$ cat config.mk
export PLATFORM = sky130hd
export DESIGN_NAME = de_write_combiner
export DESIGN_NICKNAME = d
export VERILOG_FILES = /design/src/rtl/de_write_combiner.sv
export SDC_FILE = /design/constraint.sdc
export NUM_CORES = 1
export LEC_CHECK = 0
export BUFFER_PORTS_ARGS = -buffer_cell sky130_fd_sc_hd__buf_2
export CAP_MARGIN = 20
export CORE_MARGIN = 2
export CORE_UTILIZATION = 45
export DETAILED_ROUTE_END_ITERATION = 16
export PLACE_DENSITY = 0.7
export SYNTH_ARGS = -nofsm -noshare
export SYNTH_HDL_FRONTEND = slang
export SYNTH_SLANG_ARGS = --single-unit
export TNS_END_PERCENT = 100
$ cat constraint.sdc
create_clock -name clk -period 4.14 [get_ports clk]
set_input_delay 0.207 -clock clk [delete_from_list [all_inputs] [get_ports clk]]
set_output_delay 0.207 -clock clk [all_outputs]
set_load 0.05 [all_outputs]
$ cat src/rtl/de_write_combiner.sv
// Write combiner between the draw engine and the frame store: merges byte-lane
// writes to one 32-bit word into a single masked write; reads flush then pass through.
module de_write_combiner #(
    parameter int IDLE_FLUSH = 8,
    parameter int AW         = 18
) (
    input  logic          clk,
    input  logic          rst_n,
    input  logic          de_req,
    output logic          de_ack,
    input  logic [AW-1:0] de_addr,
    input  logic [3:0]    de_nbyte,
    input  logic          de_rnw,
    input  logic [31:0]   de_w_data,
    output logic [31:0]   de_r_data,
    output logic          mem_req,
    input  logic          mem_ack,
    output logic [AW-1:0] mem_addr,
    output logic [3:0]    mem_nbyte,
    output logic          mem_rnw,
    output logic [31:0]   mem_w_data,
    input  logic [31:0]   mem_r_data,
    input  logic          flush,
    output logic          pending
);

    localparam int              CW       = (IDLE_FLUSH > 1) ? $clog2(IDLE_FLUSH) : 1;
    localparam logic [CW-1:0]   CNT_LAST = CW'((IDLE_FLUSH > 0) ? IDLE_FLUSH - 1 : 0);

    typedef enum logic [1:0] {EMPTY, HOLD, WB, RD} state_t;

    state_t        state_q, state_d;
    logic [AW-1:0] buf_addr_q, buf_addr_d;
    logic [3:0]    buf_en_q, buf_en_d;
    logic [31:0]   buf_data_q, buf_data_d;
    logic [CW-1:0] cnt_q, cnt_d;
    logic          flush_pend_q, flush_pend_d;
    logic          de_ack_q, de_ack_d;
    logic [31:0]   de_r_data_q, de_r_data_d;
    logic          mem_req_q, mem_req_d;
    logic          mem_rnw_q, mem_rnw_d;
    logic [AW-1:0] mem_addr_q, mem_addr_d;
    logic [3:0]    mem_nbyte_q, mem_nbyte_d;
    logic [31:0]   mem_w_data_q, mem_w_data_d;

    logic          sample;
    logic          addr_hit;
    logic          timeout;
    logic [3:0]    lane_wr;
    logic [31:0]   merged;

    // A request is only sampled while no ack is showing, so a held de_req
    // is never counted twice.
    assign sample   = de_req & ~de_ack_q;
    assign addr_hit = (de_addr == buf_addr_q);
    assign lane_wr  = ~de_nbyte;
    assign timeout  = (IDLE_FLUSH != 0) && (cnt_q == CNT_LAST);

    always_comb begin
        merged = buf_data_q;
        for (int i = 0; i < 4; i++) begin
            if (lane_wr[i]) merged[8*i +: 8] = de_w_data[8*i +: 8];
        end
    end

    always_comb begin
        state_d      = state_q;
        buf_addr_d   = buf_addr_q;
        buf_en_d     = buf_en_q;
        buf_data_d   = buf_data_q;
        cnt_d        = cnt_q;
        flush_pend_d = flush_pend_q;
        de_ack_d     = 1'b0;
        de_r_data_d  = de_r_data_q;
        mem_req_d    = mem_req_q;
        mem_rnw_d    = mem_rnw_q;
        mem_addr_d   = mem_addr_q;
        mem_nbyte_d  = mem_nbyte_q;
        mem_w_data_d = mem_w_data_q;

        case (state_q)
            EMPTY: begin
                if (sample) begin
                    if (de_rnw) begin
                        state_d     = RD;
                        mem_req_d   = 1'b1;
                        mem_rnw_d   = 1'b1;
                        mem_addr_d  = de_addr;
                        mem_nbyte_d = 4'b0000;
                    end else begin
                        de_ack_d = 1'b1;
                        if (de_nbyte != 4'b1111) begin
                            state_d      = HOLD;
                            buf_addr_d   = de_addr;
                            buf_en_d     = lane_wr;
                            buf_data_d   = merged;
                            cnt_d        = '0;
                            flush_pend_d = 1'b0;
                        end
                    end
                end
            end
            HOLD: begin
                if (sample && !de_rnw && addr_hit) begin
                    // A flush arriving with a merge is remembered and honoured next edge.
                    buf_en_d     = buf_en_q | lane_wr;
                    buf_data_d   = merged;
                    de_ack_d     = 1'b1;
                    cnt_d        = '0;
                    flush_pend_d = flush;
                end else if (sample || (buf_en_q == 4'b1111) || flush || flush_pend_q || timeout) begin
                    state_d      = WB;
                    flush_pend_d = 1'b0;
                    mem_req_d    = 1'b1;
                    mem_rnw_d    = 1'b0;
                    mem_addr_d   = buf_addr_q;
                    mem_nbyte_d  = ~buf_en_q;
                    mem_w_data_d = buf_data_q;
                end else if (IDLE_FLUSH != 0) begin
                    cnt_d = cnt_q + 1'b1;
                end
            end
            WB: begin
                if (mem_ack) begin
                    state_d      = EMPTY;
                    mem_req_d    = 1'b0;
                    mem_nbyte_d  = 4'b0000;
                    mem_w_data_d = '0;
                    buf_en_d     = 4'b0000;
                    buf_data_d   = '0;
                end
            end
            RD: begin
                if (mem_ack) begin
                    state_d     = EMPTY;
                    mem_req_d   = 1'b0;
                    mem_rnw_d   = 1'b0;
                    de_r_data_d = mem_r_data;
                    de_ack_d    = 1'b1;
                end
            end
            default: state_d = EMPTY;
        endcase
    end

    always_ff @(posedge clk or negedge rst_n) begin
        if (!rst_n) begin
            state_q      <= EMPTY;
            buf_addr_q   <= '0;
            buf_en_q     <= 4'b0000;
            buf_data_q   <= '0;
            cnt_q        <= '0;
            flush_pend_q <= 1'b0;
            de_ack_q     <= 1'b0;
            de_r_data_q  <= '0;
            mem_req_q    <= 1'b0;
            mem_rnw_q    <= 1'b0;
            mem_addr_q   <= '0;
            mem_nbyte_q  <= 4'b0000;
            mem_w_data_q <= '0;
        end else begin
            state_q      <= state_d;
            buf_addr_q   <= buf_addr_d;
            buf_en_q     <= buf_en_d;
            buf_data_q   <= buf_data_d;
            cnt_q        <= cnt_d;
            flush_pend_q <= flush_pend_d;
            de_ack_q     <= de_ack_d;
            de_r_data_q  <= de_r_data_d;
            mem_req_q    <= mem_req_d;
            mem_rnw_q    <= mem_rnw_d;
            mem_addr_q   <= mem_addr_d;
            mem_nbyte_q  <= mem_nbyte_d;
            mem_w_data_q <= mem_w_data_d;
        end
    end

    assign de_ack     = de_ack_q;
    assign de_r_data  = de_r_data_q;
    assign mem_req    = mem_req_q;
    assign mem_rnw    = mem_rnw_q;
    assign mem_addr   = mem_addr_q;
    assign mem_nbyte  = mem_nbyte_q;
    assign mem_w_data = mem_w_data_q;
    assign pending    = (state_q == HOLD) || (state_q == WB);

endmodule

# After elaboration in Yosys (flattened, before gate mapping)

Index checks and enable logic that the tools add are counted.

Bits of input ports: 92
Bits in registers: 149

Muxes and demuxes: 61
Add/subtract/negate cells: 1
Reduce and logical (&&, ||, !) cells: 25
Bitwise gates (word level): 6
Equal/unequal tests: 20

Operators with widths:

| kind                 | count |
|---|---|
| $mux W32             | 7 |
| $pmux W32 S3         | 1 |
| $mux W18             | 4 |
| $pmux W32 S2         | 1 |
| $mux W4              | 9 |
| $pmux W18 S2         | 1 |
| $mux W8              | 4 |
| $reduce_and A5 Y1    | 5 |
| $pmux W4 S3          | 2 |
| $eq A18 B18 Y1       | 1 |
| $ne A2 B2 Y1 const B | 9 |
| $reduce_and A6 Y1    | 3 |
| $mux W1              | 15 |
| $mux W3              | 5 |
| $mux W2              | 6 |
| $ne A3 B3 Y1 const B | 3 |
| $pmux W1 S3          | 3 |
| $not A4 Y4           | 2 |
| $reduce_and A4 Y1    | 2 |
| $pmux W2 S3          | 1 |
| $pmux W3 S2          | 1 |
| $reduce_bool A3 Y1   | 2 |
| $logic_or A1 B1 Y1   | 5 |
| $eq A2 B2 Y1 const B | 2 |
| 16 further kinds     | 19 |

# Longest topological paths before layout

Gate-level depths: netlist (run 1).

Depth after elaboration: 9
Mapped depth: 9
Depth with buffers taken out: 8

# Least setup slack after synthesis (run 1)

Ideal clock, no wire load.

Path type: register to register
Start: register de_ack_q, in the netlist de_ack
End: register buf_data_q[0]
Data required time: 4.015 ns
Path buffers: 2
Setup slack: 1.815 ns
Arrival: 2.200 ns
Library setup time: 0.125 ns
Stages on the path, launching flop included: 9
Clock period less this slack: 2.325 ns
Path through: dfrtp_1 nor3b_4 nand4_1 nor2_2 a21oi_2 buf_6 a2111o_1 buf_6 mux2_4

Longest elaborated chain between the ends: 6

RTL lines:

| item                                 | RTL line | text |
|---|---|---|
| start: declaration                   | 38       | `logic de_ack_q, de_ack_d;` |
| start signal: assignment             | 168      | `de_ack_q <= de_ack_d;` |
| $not A1 Y1 *                         | 54       | `assign sample = de_req & ~de_ack_q;` |
| $and A1 B1 Y1 *                      | 54       |  |
| $logic_and A1 B1 Y1 (2 in a row)     | 104      | `if (sample && !de_rnw && addr_hit) begin` |
| $ne A2 B2 Y1 (no source line)        | --       |  |
| $reduce_and A6 Y1 (no source line) * | --       |  |
| end signal: assignment               | 165      | `buf_data_q <= buf_data_d;` |
| end: declaration                     | 35       | `logic [31:0] buf_data_q, buf_data_d;` |

Mark *: on every way between the ends. The rest lies on a longest branch, timed or not.
A chain may end at the register's enable or synchronous reset.

# Final worst setup path (run 1)

Start: register state_q[1]
End: register mem_w_data_q[27], in the netlist mem_w_data[27]

Longest elaborated chain between the ends: 3

RTL lines:

| item                                                                       | RTL line | text |
|---|---|---|
| start: declaration                                                         | 32       | `state_t state_q, state_d;` |
| start signal: assignment                                                   | 162      | `state_q <= state_d;` |
| $eq A2 B1 Y1 / $eq A2 B2 Y1 (equally long branches)                        | 81       | `case (state_q)` |
| $ne A2 B2 Y1 (no source line) / $reduce_bool A2 Y1 (equally long branches) | --       |  |
| $reduce_and A4 Y1 (no source line)                                         | --       |  |
| end signal: assignment                                                     | 174      | `mem_w_data_q <= mem_w_data_d;` |
| end: declaration                                                           | 44       | `logic [31:0] mem_w_data_q, mem_w_data_d;` |

Several ways; a longest one is shown, not always the timed one.

==> results.yml, run 1 <==
sta:
  max_slew_margin_pct: 34.0
  fin_setup_tns_ns: 0
  rsz0062_at_grt: "no"
  hold_ws_ns: 0.0198
  hold_viol_final: 0
  worstMarginPinSlew_ns: 0.991
  fin_skew_ns: 0.0102
  setup_violations: 0
  fmax_ghz: 0.360
  layout_min_cycle_time_ns: 2.77
  post-route-period-util_pct: 67.0
  drv_slew: 0
cts:
  clk_latency_ns: 0.42
  cts_max_level: 4
  cts-root-buf: "clkbuf_16"
  path_clk_slew_ns: 0.06
  numCtsBuffers: 17
  cts_tree: "built"
  ctsLongestPathBuffers: 2
  cts_sinks: 149
  cts_resized: 0
die:
  die_height_um: 125
  start_util_pct: 45.8
  fp.dieW_um: 125
  dieArea_um2: 15700
  core.rowCount: 44
  io_pins: 182
  coreArea_um2: 14400
detailed_routing:
  vias_per_cell: 5.28
  antenna_left: 0
  route.detailed.drc: 0
  drtIter0Drc: 219
  vias: 4666
  firstDrtPassIters: 4
  routed_wl_um: 15100
  routedWlPerCell_um: 17.1
grt:
  grt_usage_pct: 19.8
  antenna_found_initial: 1
  grt_max_degree: 120
  overflow: 0
  grt_pass1_vias: 4889
  grt_pass1_wl_um: 24700
finish:
  mostFrequentLayoutCells: "180 x buf_2, 149 x dfrtp_1, 78 x mux2_2"
  final_common_cell: "buf_2"
  syn_to_final_growth_pct: 28.4
  drive_above_1_share_pct: 46.1
  layout.nets: 784
place:
  numPortBuffers: 181
  place.gp.congestion: 0.796
  hpwl_um: 10200
synth:
  postSynthCellCount: 484
  synth_cell_type_count: 43
  netlist_area_um2: 6610
  ys_seq_elements: 149
  synthesis.nets: 583
  syn_avg_cell_area_um2: 13.6
  ys_seq_area_share_pct: 56.4
  yosys_warnings: 0
min_path:
  hp-class: "input port to flop"
setup_path:
  cp-end-kind: "flop"
  critical_path.startpoint: "state_q[1]"
  rr_startpoint: "state_q[1]"
  cp-endpoint: "mem_w_data[27]"
  crit_arrival_ns: 3.08
  crit_type: "flop to flop"
  reg2reg_slack_ns: 1.37
  crit_required_ns: 4.45
  r2r_end: "mem_w_data[27]"
  cp_max_fo: 26
  cp-start-kind: "flop"
  reg2reg_depth: 9
job:
  max-cap-violations: 0
outcome:
  status: "finished clean"
-- cell families after synthesis --
family,count (synthesis),share of synthesized area [%]
and+or+nand+nor,82,7.16
AOI/OAI and AO/OA,72,8.84
muxes,120,21.3
DFF,149,56.4
buffers and inverters,36,2.50
xor gates and xnor gates,18,2.39
adders and majority gates,7,1.33
-- per-stage QoR --
stage / util [%] / setup WS [ns] / cells / instance area (um2)
final: 58.8 / 1.37 / 883 / 8490
after global routing: 58.8 / 1.19 / 882 / 8480
after floorplan: - / 1.82 / 484 / 6610
after detailed placement: 53.2 / 1.38 / 829 / 7670
after CTS: 58.6 / 1.38 / 881 / 8460
after global placement: 53.2 / 1.53 / 829 / 7670
-- synthesized netlist by cell type (all sizes together) --
master / count / area (um2)
a31o: 1 / 8.76
and2: 2 / 12.5
nand4: 6 / 37.5
a2111o: 5 / 56.3
nor3b: 1 / 18.8
nor3: 6 / 35.0
nand3: 6 / 30.0
inv: 9 / 33.8
nor2: 6 / 25.0
nand2: 13 / 48.8
ha: 7 / 87.6
nand3b: 2 / 15.0
a21bo: 1 / 10.0
buf: 10 / 67.6
a21oi: 6 / 33.8
a32o: 1 / 10.0
clkbuf: 17 / 63.8
dfrtp: 149 / 3730
o21ai: 10 / 50.1
o31ai: 1 / 7.51
o2bb2ai: 4 / 35.0
nor2b: 34 / 213
mux2: 119 / 1400
a2bb2oi: 3 / 26.3
mux2i: 1 / 10.0
o221ai: 1 / 8.76
xnor2: 18 / 158
a21boi: 2 / 15.0
nand2b: 3 / 18.8
a41o: 1 / 10.0
a31oi: 1 / 6.26
a32oi: 2 / 17.5
a22o: 33 / 289
and3: 3 / 18.8
-- area by class of cell --
class	instances	area [um2]
Multi-Input combinational cell	299	2720
Tap cell	184	230
Clock buffer	18	439
Sequential cell	149	3730
Timing Repair Buffer	209	1190
Antenna cell	1	2.50
Inverter	9	33.8
Clock inverter	14	143
Fill cell	1193	5940
-- routing by layer --
layer / vias up / global-route usage, % / part of all wire [%]
li1: 2147 / - / -
met1: 2338 / 26.2 / 44
met2: 157 / 31.3 / 48
met3: 22 / 5.69 / 6.4
met4: 2 / 7.19 / 1.5
met5: - / 0 / 0.086
-- worst min-delay path by stage --
stage                    from       endpoint  slack, ns  cells after the start
3_3_place_gp            rst_n   mem_nbyte[1]       0.44                      1
6_report       mem_r_data[10]  de_r_data[10]       0.02                      2
4_1_cts        mem_r_data[10]  de_r_data[10]      0.002                      2
3_5_place_dp    mem_r_data[2]   de_r_data[2]       0.44                      2
5_1_grt        mem_r_data[11]  de_r_data[11]       0.01                      2
2_1_floorplan           rst_n  buf_addr_q[0]      -0.09                      0
-- state kept, by name, summed over array words and instances, names as in the netlist --
signal,cells
buf_data_q,32
de_r_data,32
mem_w_data,32
buf_addr_q,18
mem_addr,18
buf_en_q,4
mem_nbyte,4
cnt_q,3
state_q,2
de_ack,1
flush_pend_q,1
mem_req,1
mem_rnw,1
-- worst max-delay path, stage by stage, from the launching register on --
cell and delay [ns]:
dfrtp_1 0.41, inv_1 0.21, ha_1 0.20, buf_4 0.31, inv_1 0.19, nand2_1 0.15
nor2_1 0.05, a41o_1 0.55, buf_4 0.34, a22o_1 0.23
-- repair_timing --
item,CTS,global route
endpoints found under the hold margin,23,0
buffers inserted,0,0
hold buffers,20,0
Power of run 1 is left out: the tool's default activity adds up to more than one toggle a clock period on the data nets, which glitch-free logic cannot reach.
==> inputs of run 2 (changes only) <==
--- a/config.mk
+++ b/config.mk
@@ -5,12 +5,13 @@
 export SDC_FILE = /design/constraint.sdc
 export NUM_CORES = 1
 export LEC_CHECK = 0
+export ABC_AREA = 1
 export BUFFER_PORTS_ARGS = -buffer_cell sky130_fd_sc_hd__buf_2
 export CAP_MARGIN = 20
 export CORE_MARGIN = 2
 export CORE_UTILIZATION = 45
 export DETAILED_ROUTE_END_ITERATION = 16
-export PLACE_DENSITY = 0.7
+export PLACE_DENSITY = 0.69
 export SYNTH_ARGS = -nofsm -noshare
 export SYNTH_HDL_FRONTEND = slang
 export SYNTH_SLANG_ARGS = --single-unit
==> constraint.sdc (replaced) <==
create_clock -name clk -period 2.8 [get_ports clk]
set_input_delay 0.14 -clock clk [delete_from_list [all_inputs] [get_ports clk]]
set_output_delay 0.14 -clock clk [all_outputs]
set_load 0.05 [all_outputs]
==> run 2 against run 1 <==
  * Sequential share of layout area down 5.0 points
  * Routed wire length rose by 26%
  * Maximum frequency up 14%
  * Global-route usage is 2.0 points higher
  * Critical endpoint is now mem_addr[7]
  * Final area grew 13%
  * Hold slack lost 0.014 ns
  * Sequential cell count did not move
  * Critical path depth grew 1
==> results.yml, run 2 <==
die:
  start_util_pct: 45.7
  fp.dieW_um: 133
  die_height_um: 133
  io_pins: 182
  dieArea_um2: 17800
  core.rowCount: 47
  coreArea_um2: 16500
sta:
  fmax_ghz: 0.411
  max_slew_margin_pct: 55.8
  fin_setup_tns_ns: 0
  post-route-period-util_pct: 86.9
  setup_violations: 0
  layout_min_cycle_time_ns: 2.43
  setup_slack_ns: 0.368
  worstMarginPinSlew_ns: 0.664
  hold_viol_final: 0
  drv_slew: 0
  rsz0062_at_grt: "no"
  fin_skew_ns: 0.00915
detailed_routing:
  firstDrtPassIters: 5
  route.detailed.drc: 0
  vias_per_cell: 4.89
  routed_wl_um: 19000
  antenna_left: 0
  drtIter0Drc: 479
  routedWlPerCell_um: 13.6
  vias: 6813
place:
  hpwl_um: 13000
  numPortBuffers: 181
  place.gp.congestion: 0.894
  placed_cell_area_um2: 8650
  pre_cts_ws_ns: 0.394
finish:
  drive_above_1_share_pct: 24.2
  final_common_cell: "nand2_1"
  fillCellCount: 1508
  seq_area_um2: 3730
  diodes: 0
  syn_to_final_growth_pct: 27.2
  mostFrequentLayoutCells: "331 x nand2_1, 180 x buf_2, 149 x dfrtp_1"
  postLayoutCoreUtil_pct: 58.2
  layout.nets: 1260
  multiInputGateArea_um2: 3110
  design_area_um2: 9580
pwr:
  vdd_drop_max_mv: 0.713
  leakage_nw: 5.37
  pwr_density_cell_nw_per_um2: 1310
synth:
  synthesis.nets: 1056
  synth_edf_count: 0
  synth_top_area_share_pct: 49.5
  synthTopCellsByArea: "dfrtp_1 50%, nand2_1 17%, nand4_1 8.1%"
  ys_seq_elements: 149
  synth_top_area_cell: "dfrtp_1"
  postSynthCellCount: 957
  netlist_area_um2: 7530
  ys_seq_area_share_pct: 49.5
  synth_cell_type_count: 26
  syn_avg_cell_area_um2: 7.87
  yosysMostFrequentCell: "nand2_1"
  synth_top_cells_by_count: "332 x nand2_1, 149 x dfrtp_1, 117 x inv_1, 98 x nand4_1, 96 x nor2_1"
  yosys_warnings: 0
  async_reset_ff_share_pct: 100
  synthFlopType: "dfrtp_1"
setup_path:
  cpPeakStageDelay_ns: 0.45
  crit_type: "flop to flop"
  cp-start-kind: "flop"
  rr_startpoint: "state_q[1]"
  reg2reg_slack_ns: 0.37
  cp_cell_sequence: "clkinv_1, ha_1, inv_1, nor2_1, inv_1, nand3_1, inv_2, nand3_4, nand2_1, nand2_1"
  crit_arrival_ns: 2.75
  crit_slowest_cell: "dfrtp_1"
  critical_path.startpoint: "state_q[1]"
  cp_max_fo: 28
  cp-end-kind: "flop"
  crit_required_ns: 3.11
grt:
  antenna_found_initial: 0
  grt_pass1_wl_um: 31100
  overflow: 0
  grt_usage_pct: 21.8
  grt_pass1_vias: 6479
  grt_max_degree: 73
cts:
  cts-root-buf: "clkbuf_16"
  cts_sinks: 149
  cts_max_level: 4
  cts_resized: 0
  path_clk_slew_ns: 0.06
  cts_tree: "built"
  cts_setup_buffers: 0
  clk_latency_ns: 0.42
  ctsLongestPathBuffers: 2
  hold_buffers: 33
  numCtsBuffers: 17
min_path:
  hp-class: "input port to flop"
  hp-start: "flush"
outcome:
  status: "finished clean"
job:
  max-cap-violations: 0
-- run 2: cell types whose count changed after synthesis, moves of 8 or more --
cell,previous run,this run
mux2_2,78,32
xnor2_1,18,2
mux2_4,16,0
nor2_1,5,96
a22o_1,33,0
nor2b_1,34,0
o21ai_0,10,37
mux2_1,25,0
buf_2,3,11
nand4_1,6,98
inv_1,9,117
nand2_1,13,332
-- run 2: power by group --
group          total [W]  switching [W]  internal [W]
registers        0.00366       0.000563       0.00310
logic            0.00651        0.00472       0.00179
clock network    0.00234       0.000932       0.00141
total             0.0125        0.00621       0.00630
-- run 2: final cells by class --
class	instances	share of cell area, %
repair buffers	232	14.6
well taps	220	2.87
clock buffers	18	4.48
clock inverters	14	1.84
inverters	123	4.82
multi-input cells	638	32.5
flip-flops and latches	149	38.9
-- run 2: path summary, 6_finish.rpt --
check,end,cells after the start
min in group asynchronous,buf_addr_q[12],2
worst min-delay path,flush_pend_q,3
worst min register to register,mem_w_data[12],2
worst max register to register,mem_addr[7],10
worst max-delay path,mem_addr[7],10
max in group asynchronous,de_r_data[29],3
-- run 2: cells by family (layout without fill, tap and decap cells) --
family	count (synthesis)	in the layout	share of synthesized area (%)
buffers and inverters	170	387	9.30
AND/OR/NAND/NOR	550	550	31.6
adder cells (fa/ha/maj)	7	7	1.16
XOR/XNOR	2	2	0.233
AO/OA/AOI/OAI	47	47	3.39
flip-flops	149	149	49.5
multiplexers	32	32	4.78
-- run 2: critical path, delay by kind of cell (launching register included) --
family,cells,cell delay [ns]
fa+ha+maj,1,0.31
flops,1,0.45
simple gates,5,0.66
buf+inv,4,0.88
-- run 2: per-stage QoR --
stage          total power (W)  std cells  hold WS, ns
2_1_floorplan          0.00865        957       -0.156
3_3_place_gp            0.0101       1329        0.214
3_5_place_dp            0.0102       1329        0.211
4_1_cts                 0.0126       1394      0.00203
5_1_grt                 0.0134       1394       0.0192
6_report                0.0125       1394      0.00549
-- run 2: routing by layer --
metal,up-vias,wire length [um],GRT usage [%]
met2,195,8980,36.1
met4,0,244,7.09
met3,20,1070,4.57
met5,-,0,0
li1,3443,-,-
met1,3155,8690,28.8
(Power assumes the default switching activity.)
==> inputs of run 3 (changes only) <==
--- a/config.mk
+++ b/config.mk
@@ -8,6 +8,7 @@
 export ABC_AREA = 1
 export BUFFER_PORTS_ARGS = -buffer_cell sky130_fd_sc_hd__buf_2
 export CAP_MARGIN = 20
+export CORE_ASPECT_RATIO = 1.1
 export CORE_MARGIN = 2
 export CORE_UTILIZATION = 45
 export DETAILED_ROUTE_END_ITERATION = 16
==> run 3 against run 2 <==
  * Count of clock-buffer cells in the layout stayed put
  * Non-clock buffer count is 1 lower
  * Sequential power hardly changed
  * Maximum frequency is 3.6% lower
  * Global-route usage is 0.31 points higher
  * Register-to-register slack worse by 0.09 ns
  * Utilization is 0.090 points higher
  * First-iteration DRC count is 9.4% lower
  * Total power is 0.75% lower
  * Critical path depth is 1 lower
  * Final area is 0.43% lower
  * Highest routed layer is now met5
==> results.yml, run 3 (same netlist as run 2, synthesis figures left out) <==
grt:
  overflow: 0
  grt_pass1_wl_um: 31500
  grt_pass1_vias: 6440
  antenna_found_initial: 1
  grt_max_degree: 73
  grt_usage_pct: 22.1
cts:
  cts-root-buf: "clkbuf_16"
  numCtsBuffers: 17
  cts_sinks: 149
  hold_buffers: 34
  path_clk_slew_ns: 0.06
  cts_tree: "built"
  cts_max_level: 4
  clk_latency_ns: 0.43
  cts_resized: 0
  cts_setup_buffers: 0
  ctsLongestPathBuffers: 2
die:
  die_height_um: 140
  core.rowCount: 49
  dieArea_um2: 17800
  io_pins: 182
  coreArea_um2: 16400
  start_util_pct: 46.0
  fp.dieW_um: 127
detailed_routing:
  antenna_left: 0
  drtIter0Drc: 434
  vias_per_cell: 4.98
  vias: 6862
  firstDrtPassIters: 5
  route.detailed.drc: 0
  routedWlPerCell_um: 14.0
  routed_wl_um: 19200
finish:
  syn_to_final_growth_pct: 26.7
  drive_above_1_share_pct: 24.1
  postLayoutCoreUtil_pct: 58.3
  mostFrequentLayoutCells: "331 x nand2_1, 180 x buf_2, 149 x dfrtp_1"
  diodes: 0
  final_common_cell: "nand2_1"
  layout.nets: 1259
pwr:
  leakage_nw: 5.36
  p_seq_share_pct: 29.3
  p_switching_w: 0.00622
  vdd_drop_max_mv: 0.712
  comb_power_share_pct: 52.3
  power.total_w: 0.0124
  internal_power_w: 0.00620
  pwr-share-clk_pct: 18.3
  sw_frac_of_total_pct: 50.1
  pwr_density_cell_nw_per_um2: 1300
sta:
  drv_slew: 0
  setup_violations: 0
  worstMarginPinSlew_ns: 0.728
  setup_slack_ns: 0.278
  max_slew_margin_pct: 51.4
  hold_ws_ns: 0.0173
  hold_viol_final: 0
  layout_min_cycle_time_ns: 2.52
  fin_skew_ns: 0.0111
  fmax_ghz: 0.396
  post-route-period-util_pct: 90.1
  rsz0062_at_grt: "no"
  fin_setup_tns_ns: 0
setup_path:
  crit_slowest_cell: "dfrtp_1"
  cp_max_fo: 28
  cp-start-kind: "flop"
  cp-end-kind: "flop"
  crit_required_ns: 3.12
  crit_type: "flop to flop"
  cp_num_buf_inv: 3
  cpLargestDelayFamily: "buffers and inverters"
  cp_cell_sequence: "clkinv_1, ha_1, buf_4, nand2_1, nand3_1, inv_2, nand3_4, nand2_1, nand2_1"
  cpPeakStageDelay_ns: 0.44
  cp_common_cell: "nand2_1"
  crit_arrival_ns: 2.84
job:
  max-cap-violations: 0
min_path:
  hp-class: "input port to flop"
outcome:
  status: "finished clean"
place:
  place.gp.congestion: 0.838
  numPortBuffers: 181
  pre_cts_ws_ns: 0.345
  hpwl_um: 13000
[run 3: power by group through the flow]
stage	Sequential, W	Combinational [W]	Clock, W
final	0.00364	0.00650	0.00227
after floorplan	0.00549	0.00317	0
after global placement	0.00366	0.00639	0
after detailed placement	0.00367	0.00648	0
after CTS	0.00364	0.00653	0.00233
after global routing	0.00377	0.00714	0.00241
[run 3: metal layers]
metal | global-route usage (%) | wire (um) | vias to the layer above
met3 | 4.08 | 1020 | 30
met1 | 29.2 | 8630 | 3178
met5 | 0 | 7 | -
met2 | 36.2 | 9190 | 208
li1 | - | - | 3444
met4 | 8.44 | 406 | 2
[run 3: final cells by class]
class,instances,area [um2]
clock buffers,18,439
multi-input cells,638,3110
fillers,1471,6830
clock inverters,14,150
inverters,123,462
well taps,204,255
flip-flops and latches,149,3730
repair buffers,231,1400
[run 3: path summary, 6_finish.rpt]
| check | startpoint | end | slack, ns | cells past startpoint |
|---|---|---|---|---|
| worst max-delay path | state_q[1] | mem_addr[2] | 0.28 | 9 |
| worst max register to register | state_q[1] | mem_addr[2] | 0.28 | 9 |
| worst min-delay path | de_addr[5] | buf_addr_q[5] | 0.02 | 3 |
| min in group asynchronous | rst_n | mem_addr[11] | 0.28 | 2 |
| max in group asynchronous | rst_n | buf_data_q[31] | 1.74 | 3 |
| worst min register to register | mem_w_data[22] | mem_w_data[22] | 0.46 | 2 |
[run 3: through the flow]
stage,cells,cell area [um2]
finish,1377,9540
global placement,1311,8610
detailed placement,1311,8610
floorplan,957,7530
global route,1377,9540
CTS,1377,9540
[run 3: worst reg2reg max path, delay by kind of cell, from the launching register on]
| kind | cells | cell delay [ns] |
|---|---|---|
| buffers and inverters | 3 | 0.88 |
| and+or+nand+nor | 5 | 0.82 |
| DFF | 1 | 0.44 |
| adders and majority gates | 1 | 0.27 |
